==> src/rtl/el2_exu_bp_upd_q_pkg.sv <==
// Shared el2 types for the branch-predictor update queue: the ALU predict packet
// and the BHT/BTB update record, plus the default queue depth.
package el2_exu_bp_upd_q_pkg;

   localparam int BP_UPD_DEPTH = 4;

   typedef struct packed {
      logic        misp;
      logic        ataken;
      logic        boffset;
      logic        pc4;
      logic [1:0]  hist;
      logic [11:0] toffset;
      logic        valid;
      logic        pcall;
      logic        pret;
      logic        pja;
      logic        way;
   } el2_predict_pkt_t;

   typedef struct packed {
      logic [31:1] pc;
      logic [1:0]  hist;
      logic        ataken;
      logic        misp;
      logic        way;
      logic        pcall;
      logic        pret;
      logic        pja;
   } el2_bp_upd_pkt_t;

   function automatic el2_bp_upd_pkt_t bp_upd_pack(input logic [31:1] pc,
                                                   input el2_predict_pkt_t pp);
      el2_bp_upd_pkt_t u;
      u.pc     = pc;
      u.hist   = pp.hist;
      u.ataken = pp.ataken;
      u.misp   = pp.misp;
      u.way    = pp.way;
      u.pcall  = pp.pcall;
      u.pret   = pp.pret;
      u.pja    = pp.pja;
      return u;
   endfunction

endpackage

==> src/rtl/el2_exu_bp_upd_q_fifo.sv <==
// Generic synchronous FIFO with push/pop/count; head data is read straight
// from the storage registers so it is stable while nothing pops.
module el2_exu_bp_upd_fifo #(
   parameter int DEPTH = 4,
   parameter int PTR_W = 2,
   parameter int W     = 8
) (
   input  logic             clk,
   input  logic             rst_l,
   input  logic             scan_mode,
   input  logic             push_i,
   input  logic             pop_i,
   input  logic [W-1:0]     wdata_i,
   output logic [W-1:0]     rdata_o,
   output logic [PTR_W:0]   count_o,
   output logic             full_o
);

   logic [DEPTH-1:0][W-1:0] mem_q;
   logic [PTR_W-1:0]        wr_ptr_q, rd_ptr_q;
   logic [PTR_W:0]          count_q;

   // Storage enable follows the gated-clock flop behaviour: scan forces the clock on.
   always_ff @(posedge clk or negedge rst_l) begin
      if (!rst_l) begin
         mem_q <= '0;
      end else if (push_i | scan_mode) begin
         mem_q[wr_ptr_q] <= wdata_i;
      end
   end

   always_ff @(posedge clk or negedge rst_l) begin
      if (!rst_l) begin
         wr_ptr_q <= '0;
         rd_ptr_q <= '0;
         count_q  <= '0;
      end else begin
         if (push_i) wr_ptr_q <= wr_ptr_q + PTR_W'(1);
         if (pop_i)  rd_ptr_q <= rd_ptr_q + PTR_W'(1);
         case ({push_i, pop_i})
            2'b10:   count_q <= count_q + (PTR_W+1)'(1);
            2'b01:   count_q <= count_q - (PTR_W+1)'(1);
            default: count_q <= count_q;
         endcase
      end
   end

   assign rdata_o = mem_q[rd_ptr_q];
   assign count_o = count_q;
   assign full_o  = (count_q == (PTR_W+1)'(DEPTH));

endmodule

==> src/rtl/el2_exu_bp_upd_q.sv <==
// Stages resolved branches x->r, applies r-stage kill, and queues committed
// predictor updates for the IFU BHT/BTB port; overflow drops and counts.
module el2_exu_bp_upd_q
   import el2_exu_bp_upd_q_pkg::*;
#(
   parameter int DEPTH = BP_UPD_DEPTH,
   parameter int PTR_W = $clog2(DEPTH),
   parameter int CNT_W = 16
) (
   input  logic             clk,
   input  logic             rst_l,
   input  logic             scan_mode,
   input  logic             enable,
   input  logic             valid_x,
   input  logic             flush_upper_x,
   input  logic             flush_lower_r,
   input  logic [31:1]      pc_x,
   input  el2_predict_pkt_t pp_x,
   input  logic             cfg_misp_only,
   input  logic             upd_ready,
   output logic             upd_valid,
   output el2_bp_upd_pkt_t  upd_pkt,
   output logic             drop_pulse,
   output logic [CNT_W-1:0] drop_cnt,
   output logic [PTR_W:0]   occupancy
);

   logic             r_vld_q, r_vld_d;
   el2_bp_upd_pkt_t  r_pkt_q;
   logic             drop_pulse_q;
   logic [CNT_W-1:0] drop_cnt_q;
   logic             elig, push, pop, drop, full;
   logic [PTR_W:0]   count;
   logic             unused_pp;

   assign unused_pp = ^{pp_x.boffset, pp_x.pc4, pp_x.toffset, pp_x.valid};

   // A stalled r stage keeps its instruction but still honours the master flush.
   assign r_vld_d = enable ? (valid_x & ~flush_upper_x & ~flush_lower_r)
                           : (r_vld_q & ~flush_lower_r);

   always_ff @(posedge clk or negedge rst_l) begin
      if (!rst_l) r_vld_q <= 1'b0;
      else        r_vld_q <= r_vld_d;
   end

   always_ff @(posedge clk or negedge rst_l) begin
      if (!rst_l)                   r_pkt_q <= '0;
      else if (enable | scan_mode)  r_pkt_q <= bp_upd_pack(pc_x, pp_x);
   end

   // Filtered entries are not eligible, so they never count as drops.
   assign elig = r_vld_q & ~flush_lower_r & (~cfg_misp_only | r_pkt_q.misp);
   assign pop  = upd_valid & upd_ready;
   assign push = elig & (~full | pop);
   assign drop = elig & ~push;

   el2_exu_bp_upd_fifo #(
      .DEPTH (DEPTH),
      .PTR_W (PTR_W),
      .W     ($bits(el2_bp_upd_pkt_t))
   ) u_fifo (
      .clk       (clk),
      .rst_l     (rst_l),
      .scan_mode (scan_mode),
      .push_i    (push),
      .pop_i     (pop),
      .wdata_i   (r_pkt_q),
      .rdata_o   (upd_pkt),
      .count_o   (count),
      .full_o    (full)
   );

   always_ff @(posedge clk or negedge rst_l) begin
      if (!rst_l) begin
         drop_pulse_q <= 1'b0;
         drop_cnt_q   <= '0;
      end else begin
         drop_pulse_q <= drop;
         if (drop && !(&drop_cnt_q)) drop_cnt_q <= drop_cnt_q + CNT_W'(1);
      end
   end

   assign upd_valid  = (count != '0);
   assign occupancy  = count;
   assign drop_pulse = drop_pulse_q;
   assign drop_cnt   = drop_cnt_q;

endmodule

==> config.mk <==
export PLATFORM = sky130hd
export DESIGN_NAME = el2_exu_bp_upd_q
export DESIGN_NICKNAME = d
export VERILOG_FILES = /design/src/rtl/el2_exu_bp_upd_q_pkg.sv /design/src/rtl/el2_exu_bp_upd_q_fifo.sv /design/src/rtl/el2_exu_bp_upd_q.sv
export SDC_FILE = /design/constraint.sdc
export NUM_CORES = 1
export LEC_CHECK = 0
export BUFFER_PORTS_ARGS = -buffer_cell sky130_fd_sc_hd__buf_2
export CAP_MARGIN = 25
export CORE_MARGIN = 8
export CORE_UTILIZATION = 60
export DETAILED_ROUTE_END_ITERATION = 10
export GPL_ROUTABILITY_DRIVEN = 0
export HOLD_SLACK_MARGIN = 0.03
export PLACE_DENSITY = 0.86
export SETUP_SLACK_MARGIN = 0.2
export SKIP_CTS_REPAIR_TIMING = 1
export SYNTH_ARGS = -nofsm -noshare
export SYNTH_HDL_FRONTEND = slang
export SYNTH_SLANG_ARGS = --single-unit
==> constraint.sdc <==
create_clock -name clk -period 5.8 [get_ports clk]
set_input_delay 0.29 -clock clk [delete_from_list [all_inputs] [get_ports clk]]
set_output_delay 0.29 -clock clk [all_outputs]
set_load 0.01 [all_outputs]
==> results of run 1 <==
-- report_power, final --
group          leakage [nW]  total, mW  internal [mW]  switching, mW
Sequential             2.63       2.59           2.15          0.437
Combinational          2.01       2.13           1.27          0.860
Clock                 0.400       1.56          0.972          0.584
Total                  5.04       6.27           4.39           1.88
-- synth_stat cells, drive strengths merged (2+ instances only) --
library cell | instances | share of area (%)
ha | 6 | 0.80
mux4 | 39 | 9.3
or2 | 2 | 0.13
xor2 | 18 | 1.7
nor4b | 2 | 0.19
xnor2 | 3 | 0.28
nand3 | 4 | 0.21
inv | 7 | 0.28
nand2 | 7 | 0.28
buf | 27 | 1.5
dfrtp | 220 | 59
nor2 | 4 | 0.16
mux2 | 196 | 23
nor2b | 2 | 0.13
nor3 | 5 | 0.27
o21ai | 5 | 0.27
clkbuf | 6 | 0.24
nand4 | 5 | 0.33
nor3b | 2 | 0.16
nor4 | 6 | 0.72
or4b | 2 | 0.21
-- per-layer routing --
metal  track usage (%)  vias up
li1                  -     2399
met1             26.20     2840
met2             33.60      126
met3             3.849       26
met4             4.355        2
met5                 0        -
-- critical path, delay by kind of cell (launching register included) --
family | cells | cell delay (ns)
DFF | 1 | 0.41
and+or+nand+nor | 2 | 0.79
AOI/OAI and AO/OA | 1 | 0.61
muxes | 1 | 0.39
buffers and inverters | 2 | 0.67
-- final cells by class --
cell class	instances	area share [%]
sequential	220	48.72
multi-input combinational	317	33.33
timing repair buffer	144	8.142
clock buffer	31	5.796
tap	211	2.334
clock inverter	11	1.449
inverter	7	0.2323
-- state kept, by name, summed over array words and instances (netlist names) --
signal           count
drop_cnt            16
drop_pulse           1
r_pkt_q             39
r_vld_q              1
u_fifo.count_o       3
u_fifo.mem_q       156
u_fifo.rd_ptr_q      2
u_fifo.wr_ptr_q      2
-- path summary, 6_finish.rpt --
| kind | cells after the start | startpoint | slack, ns | to |
|---|---|---|---|---|
| max | 6 | u_fifo.count_o[1] | 2.78 | u_fifo.mem_q[25] |
| min in group asynchronous | 2 | rst_l | 0.38 | u_fifo.mem_q[11] |
| max reg2reg | 6 | u_fifo.count_o[1] | 2.78 | u_fifo.mem_q[25] |
| min reg2reg | 1 | u_fifo.mem_q[115] | 0.50 | u_fifo.mem_q[115] |
| max in group asynchronous | 4 | rst_l | 4.27 | drop_cnt[3] |
| min | 2 | pc_x[24] | 0.03 | r_pkt_q[31] |
-- cells by family after synthesis --
group,share of synthesized area (%)
fa+ha+maj,1.011
compound gates,0.3192
mux,32.91
xor+xnor,1.956
flops,58.53
simple gates,3.259
buf+inv,2.009
-- stage by stage --
stage / setup slack, ns / std cells / hold WS, ns / util [%]
3_3_place_gp: 2.834 / 871 / 0.3185 / 66.74
2_1_floorplan: 3.436 / 577 / -0.005591 / -
3_5_place_dp: 2.790 / 872 / 0.3346 / 66.87
4_1_cts: 2.762 / 914 / -0.2093 / 72.24
6_report: 2.784 / 941 / 0.03413 / 74.13
5_1_grt: 2.670 / 941 / 0.03014 / 74.13
==> summary.md, run 1 <==
| Metric | Value |
|---|---|
| Number of DRC markers in iteration 0 | 298 |
| Vias in the first global route | 5974 |
| CTS tree | done |
| Most common cell after layout, fill and taps aside | dfrtp_1 |
| Clk sink count | 220 |
| DIE WIDTH | 141.2 µm |
| Critical path required time | 6.17 ns |
| DP Area | 0.01020 mm² |
| Crit Path Class | reg -> reg |
| Ant diodes | 0 |
| Filler cell count | 914 |
| Vias per cell | 5.731 |
| Root Buffer | clkbuf_16 |
| Largest net degree at the start of global routing | 92 |
| Final Cycle Share | 52.00% |
| Core Area | 0.01526 mm² |
| Post-synth EDFFs | 0 |
| Clock Latency Late Sink | 0.51 ns |
| Num CTS Buffers | 23 |
| Total GRT Usage | 19.86% |
| Commonest cells after routing, fill and taps aside | dfrtp_1, mux2_2, buf_2, mux4_2, dlygate4sd3_1 |
| Area grow syn2layout | 20.26% |
| Max Fclk | 0.3315 GHz |
| Worst-Margin Slew | 0.9236 ns |
| Startpoint Class | flop |
| Post-synthesis register bit count | 220 |
| Post-Syn Instances | 577 |
| Dominant synthesized flop cell | dfrtp_1 |
| PwrDens | 554.6 mW/mm² |
| Setup tns final | 0 ns |
| Slowest cell delay on critical path | 0.61 ns |
| CP most frequent cell | buf_4 |
| Synthesized Nets | 647 |
| Sequential share of the synthesized area | 58.53% |
| Crit-path cells | or4b_1 -> nor4bb_2 -> buf_4 -> o21ai_4 -> buf_4 -> mux2_2 |
| Worst-path clk slew | 0.06 ns |
| Rows | 45 |
| Worst Path Arrival | 3.39 ns |
| Power, Total | 6.272 mW |
| Final Hold Vio Count | 0 |
| Fin area | 0.01131 mm² |
| Tmin final | 3.016 ns |
| Initial antenna violation count | 1 |
| Final Net Count | 783 |
| Cell variety after synth | 35 |
| Met1 WL | 8.512 mm |
| Drt wl/cell | 20.80 µm |
| Path category of the worst min-delay check | in -> reg |
| Syn Std Cell Area | 0.009405 mm² |
| Final ANT Viol Nets | 0 |
| Warnings, synthesis | 0 |
| Synth async-reset ratio | 100.0% |
| Starting Density | 61.64% |
| Clock Skew | 0.01911 ns |
| IO buf count | 107 |
| Endpoint class of the critical path | flop |
| Drt pass-1 iters | 6 |
| CP max stage cell | o21ai_4 |
| Slew headroom | 37.86% |
| DIE HEIGHT | 141.2 µm |
| WL met3 | 922 µm |
| Routed WL | 19.58 mm |
| DP Wirelength | 12.37 mm |
| Share of cells above drive strength 1 | 55.34% |
| Htree depth | 1 |
| Max Slew Vio Count | 0 |
| FF/Latch Area | 0.005510 mm² |
| Max-cap violations | 0 |
| Syn avg cell area | 16.30 µm² |
| Routed vias | 5393 |
| DRC | 0 |
| Final setup violating endpoints | 0 |
| Global-route wire length before repair | 31.54 mm |
| Met2 wire length | 9.867 mm |
| Peak supply drop | 339.4 µV |
| Status | finished, final reports clean |
| GRT overflow | 0 |
| CP max FO | 21 |
| Area of the multi-input gates | 0.003770 mm² |
| Clk buf depth | 3 |
| RSZ-0062 raised after global routing | false |
| Leakage | 5.037 nW |
| Die area | 0.01994 mm² |
| Highest routed metal layer | met5 |
| IO Pins | 123 |
(Power assumes the default switching activity.)
==> run 2: changes to the inputs <==
CORE_UTILIZATION = 58   (was 60)
PLACE_DENSITY = 0.84   (was 0.86)
clock period = 3.1 ns   (was 5.8 ns; I/O delays follow)
==> run 2 against run 1 <==
- wire length grew 3.2%
- critical endpoint is now u_fifo.mem_q[87]
- hold slack gained 0.014 ns
- highest routed layer is now met4
- sequential cell count unchanged
- setup slack got worse by 2.2 ns
- die area is 3.1% higher
==> summary.md, run 2 (synthesis gave the netlist of run 1 again) <==
| Metric | Value |
|---|---|
| Final Net Count | 807 (was 783) |
| DP Wirelength | 12.96 mm (was 12.37 mm) |
| Drt pass-1 iters | 6 (unchanged) |
| PwrDens | 1013 mW/mm² (was 554.6 mW/mm²) |
| Drt wl/cell | 20.85 µm (was 20.80 µm) |
| Register-to-register setup slack | 0.58 ns (was 2.78 ns) |
| Vias per cell | 5.696 (was 5.731) |
| Htree depth | 1 (unchanged) |
| Routed WL | 20.20 mm (was 19.58 mm) |
| Clk buf depth | 3 (unchanged) |
| Largest net degree at the start of global routing | 95 (was 92) |
| IO Pins | 123 (unchanged) |
| Clk sink count | 220 (unchanged) |
| Global routing usage on met2 | 34.16% (was 33.60%) |
| Final Cycle Share | 81.23% (was 52.00%) |
| Global Route met3 Usage | 3.616% (was 3.849%) |
| CTS tree | done (unchanged) |
| Starting Density | 59.21% (was 61.64%) |
| GRT overflow | 0 (unchanged) |
| Leakage | 5.102 nW (was 5.037 nW) |
| Final ANT Viol Nets | 0 (unchanged) |
| Worst Path Arrival | 2.89 ns (was 3.39 ns) |
| CP max FO | 27 (was 21) |
| Die area | 0.02055 mm² (was 0.01994 mm²) |
| Max-cap violations | 0 (unchanged) |
| Commonest cells after routing, fill and taps aside | dfrtp_1, mux2_2, buf_2, dlygate4sd3_1, mux4_2 (was dfrtp_1, mux2_2, buf_2, mux4_2, dlygate4sd3_1) |
| Vias in the first global route | 6048 (was 5974) |
| DIE WIDTH | 143.3 µm (was 141.2 µm) |
| DRC | 0 (unchanged) |
| Worst-Margin Slew | 0.7554 ns (was 0.9236 ns) |
| Slew headroom | 49.64% (was 37.86%) |
| Clock Latency Late Sink | 0.49 ns (was 0.51 ns) |
| Rows | 46 (was 45) |
| Number of DRC markers in iteration 0 | 266 (was 298) |
| Final Hold Vio Count | 0 (unchanged) |
| Most flop-heavy register | u_fifo.mem_q (unchanged) |
| Most common cell after layout, fill and taps aside | dfrtp_1 (unchanged) |
| Routed vias | 5519 (was 5393) |
| DIE HEIGHT | 143.3 µm (was 141.2 µm) |
| IO buf count | 107 (unchanged) |
| Num CTS Buffers | 23 (unchanged) |
| Setup tns final | 0 ns (unchanged) |
| Status | finished, final reports clean (unchanged) |
| Fin area | 0.01145 mm² (was 0.01131 mm²) |
| Worst-path clk slew | 0.06 ns (about the same) |
| Gr busiest metal | met2 (unchanged) |
| Core Area | 0.01589 mm² (was 0.01526 mm²) |
| Initial antenna violation count | 1 (unchanged) |
| Path category of the worst min-delay check | in -> reg (unchanged) |
| Critical path required time | 3.47 ns (was 6.17 ns) |
| Total GRT Usage | 19.81% (was 19.86%) |
| Startpoint Class | flop (unchanged) |
| DP Area | 0.01030 mm² (was 0.01020 mm²) |
| Tmin final | 2.518 ns (was 3.016 ns) |
| Final setup violating endpoints | 0 (unchanged) |
| Area grow syn2layout | 21.78% (was 20.26%) |
| Crit Path Class | reg -> reg (unchanged) |
| Met1 usage | 25.37% (was 26.20%) |
| Root Buffer | clkbuf_16 (unchanged) |
| Max Fclk | 0.3971 GHz (was 0.3315 GHz) |
| RSZ-0062 raised after global routing | false (unchanged) |
| Peak supply drop | 588.8 µV (was 339.4 µV) |
| Global-route wire length before repair | 31.91 mm (was 31.54 mm) |
| Endpoint class of the critical path | flop (unchanged) |
| Share of cells above drive strength 1 | 54.12% (was 55.34%) |
| Number of flip-flops in the largest register | 156 (unchanged) |
| Clock Skew | 0.01091 ns (was 0.01911 ns) |
| Max Slew Vio Count | 0 (unchanged) |
==> run 2: per-stage QoR <==
| stage | util (%) | cells | setup slack, ns | power (mW) | hold WS (ns) |
|---|---|---|---|---|---|
| final | 72.10 | 969 | 0.5818 | 11.60 | 0.04781 |
| after detailed placement | 64.83 | 886 | 0.5915 | 8.969 | 0.1775 |
| after floorplan | - | 577 | 0.7364 | 7.434 | -0.1406 |
| after CTS | 69.44 | 926 | 0.5811 | 11.67 | -0.3392 |
| after global placement | 64.83 | 886 | 0.6326 | 8.658 | 0.1664 |
| after global routing | 72.10 | 969 | 0.4754 | 12.21 | 0.09384 |
==> run 2: final timing paths <==
kind | start | endpoint | cells past startpoint
worst max register to register | u_fifo.count_o[0] | u_fifo.mem_q[87] | 6
min in group asynchronous | rst_l | u_fifo.mem_q[49] | 2
max in group asynchronous | rst_l | r_pkt_q[23] | 3
worst min-delay path | upd_ready | u_fifo.rd_ptr_q[0] | 3
worst min register to register | u_fifo.mem_q[129] | u_fifo.mem_q[129] | 1
worst max-delay path | u_fifo.count_o[0] | u_fifo.mem_q[87] | 6
==> run 2: layout make-up <==
| cell class | count | area (µm²) |
|---|---|---|
| Sequential cell | 220 | 5508 |
| Fill cell | 993 | 4432 |
| Multi-Input combinational cell | 317 | 3770 |
| Timing Repair Buffer | 168 | 1145 |
| Clock buffer | 32 | 639.4 |
| Tap cell | 216 | 270.3 |
| Clock inverter | 8 | 92.59 |
| Inverter | 7 | 26.28 |
| Antenna cell | 1 | 2.502 |
==> run 2: power breakdown <==
part           internal, mW  total [mW]  switching (mW)
sequential             4.02        4.76           0.735
clock                  1.60        2.66            1.06
combinational          2.43        4.18            1.74
==> run 2: layer usage <==
| metal | vias to the layer above | part of all wire (%) | routed length (µm) |
|---|---|---|---|
| met2 | 136 | 51 | 10390 |
| met1 | 2909 | 42 | 8482 |
| met4 | 0 | 1.9 | 388 |
| met5 | - | 0 | 0 |
| li1 | 2438 | - | - |
| met3 | 36 | 4.7 | 947 |
==> run 2: worst max-delay path, cell delays in order, from the launching register on <==
cell and delay (ns):
dfrtp_1 0.43, or4b_1 0.60, nor4bb_2 0.22, buf_4 0.19, o21ai_4 0.13, buf_4 0.41, mux2_2 0.40
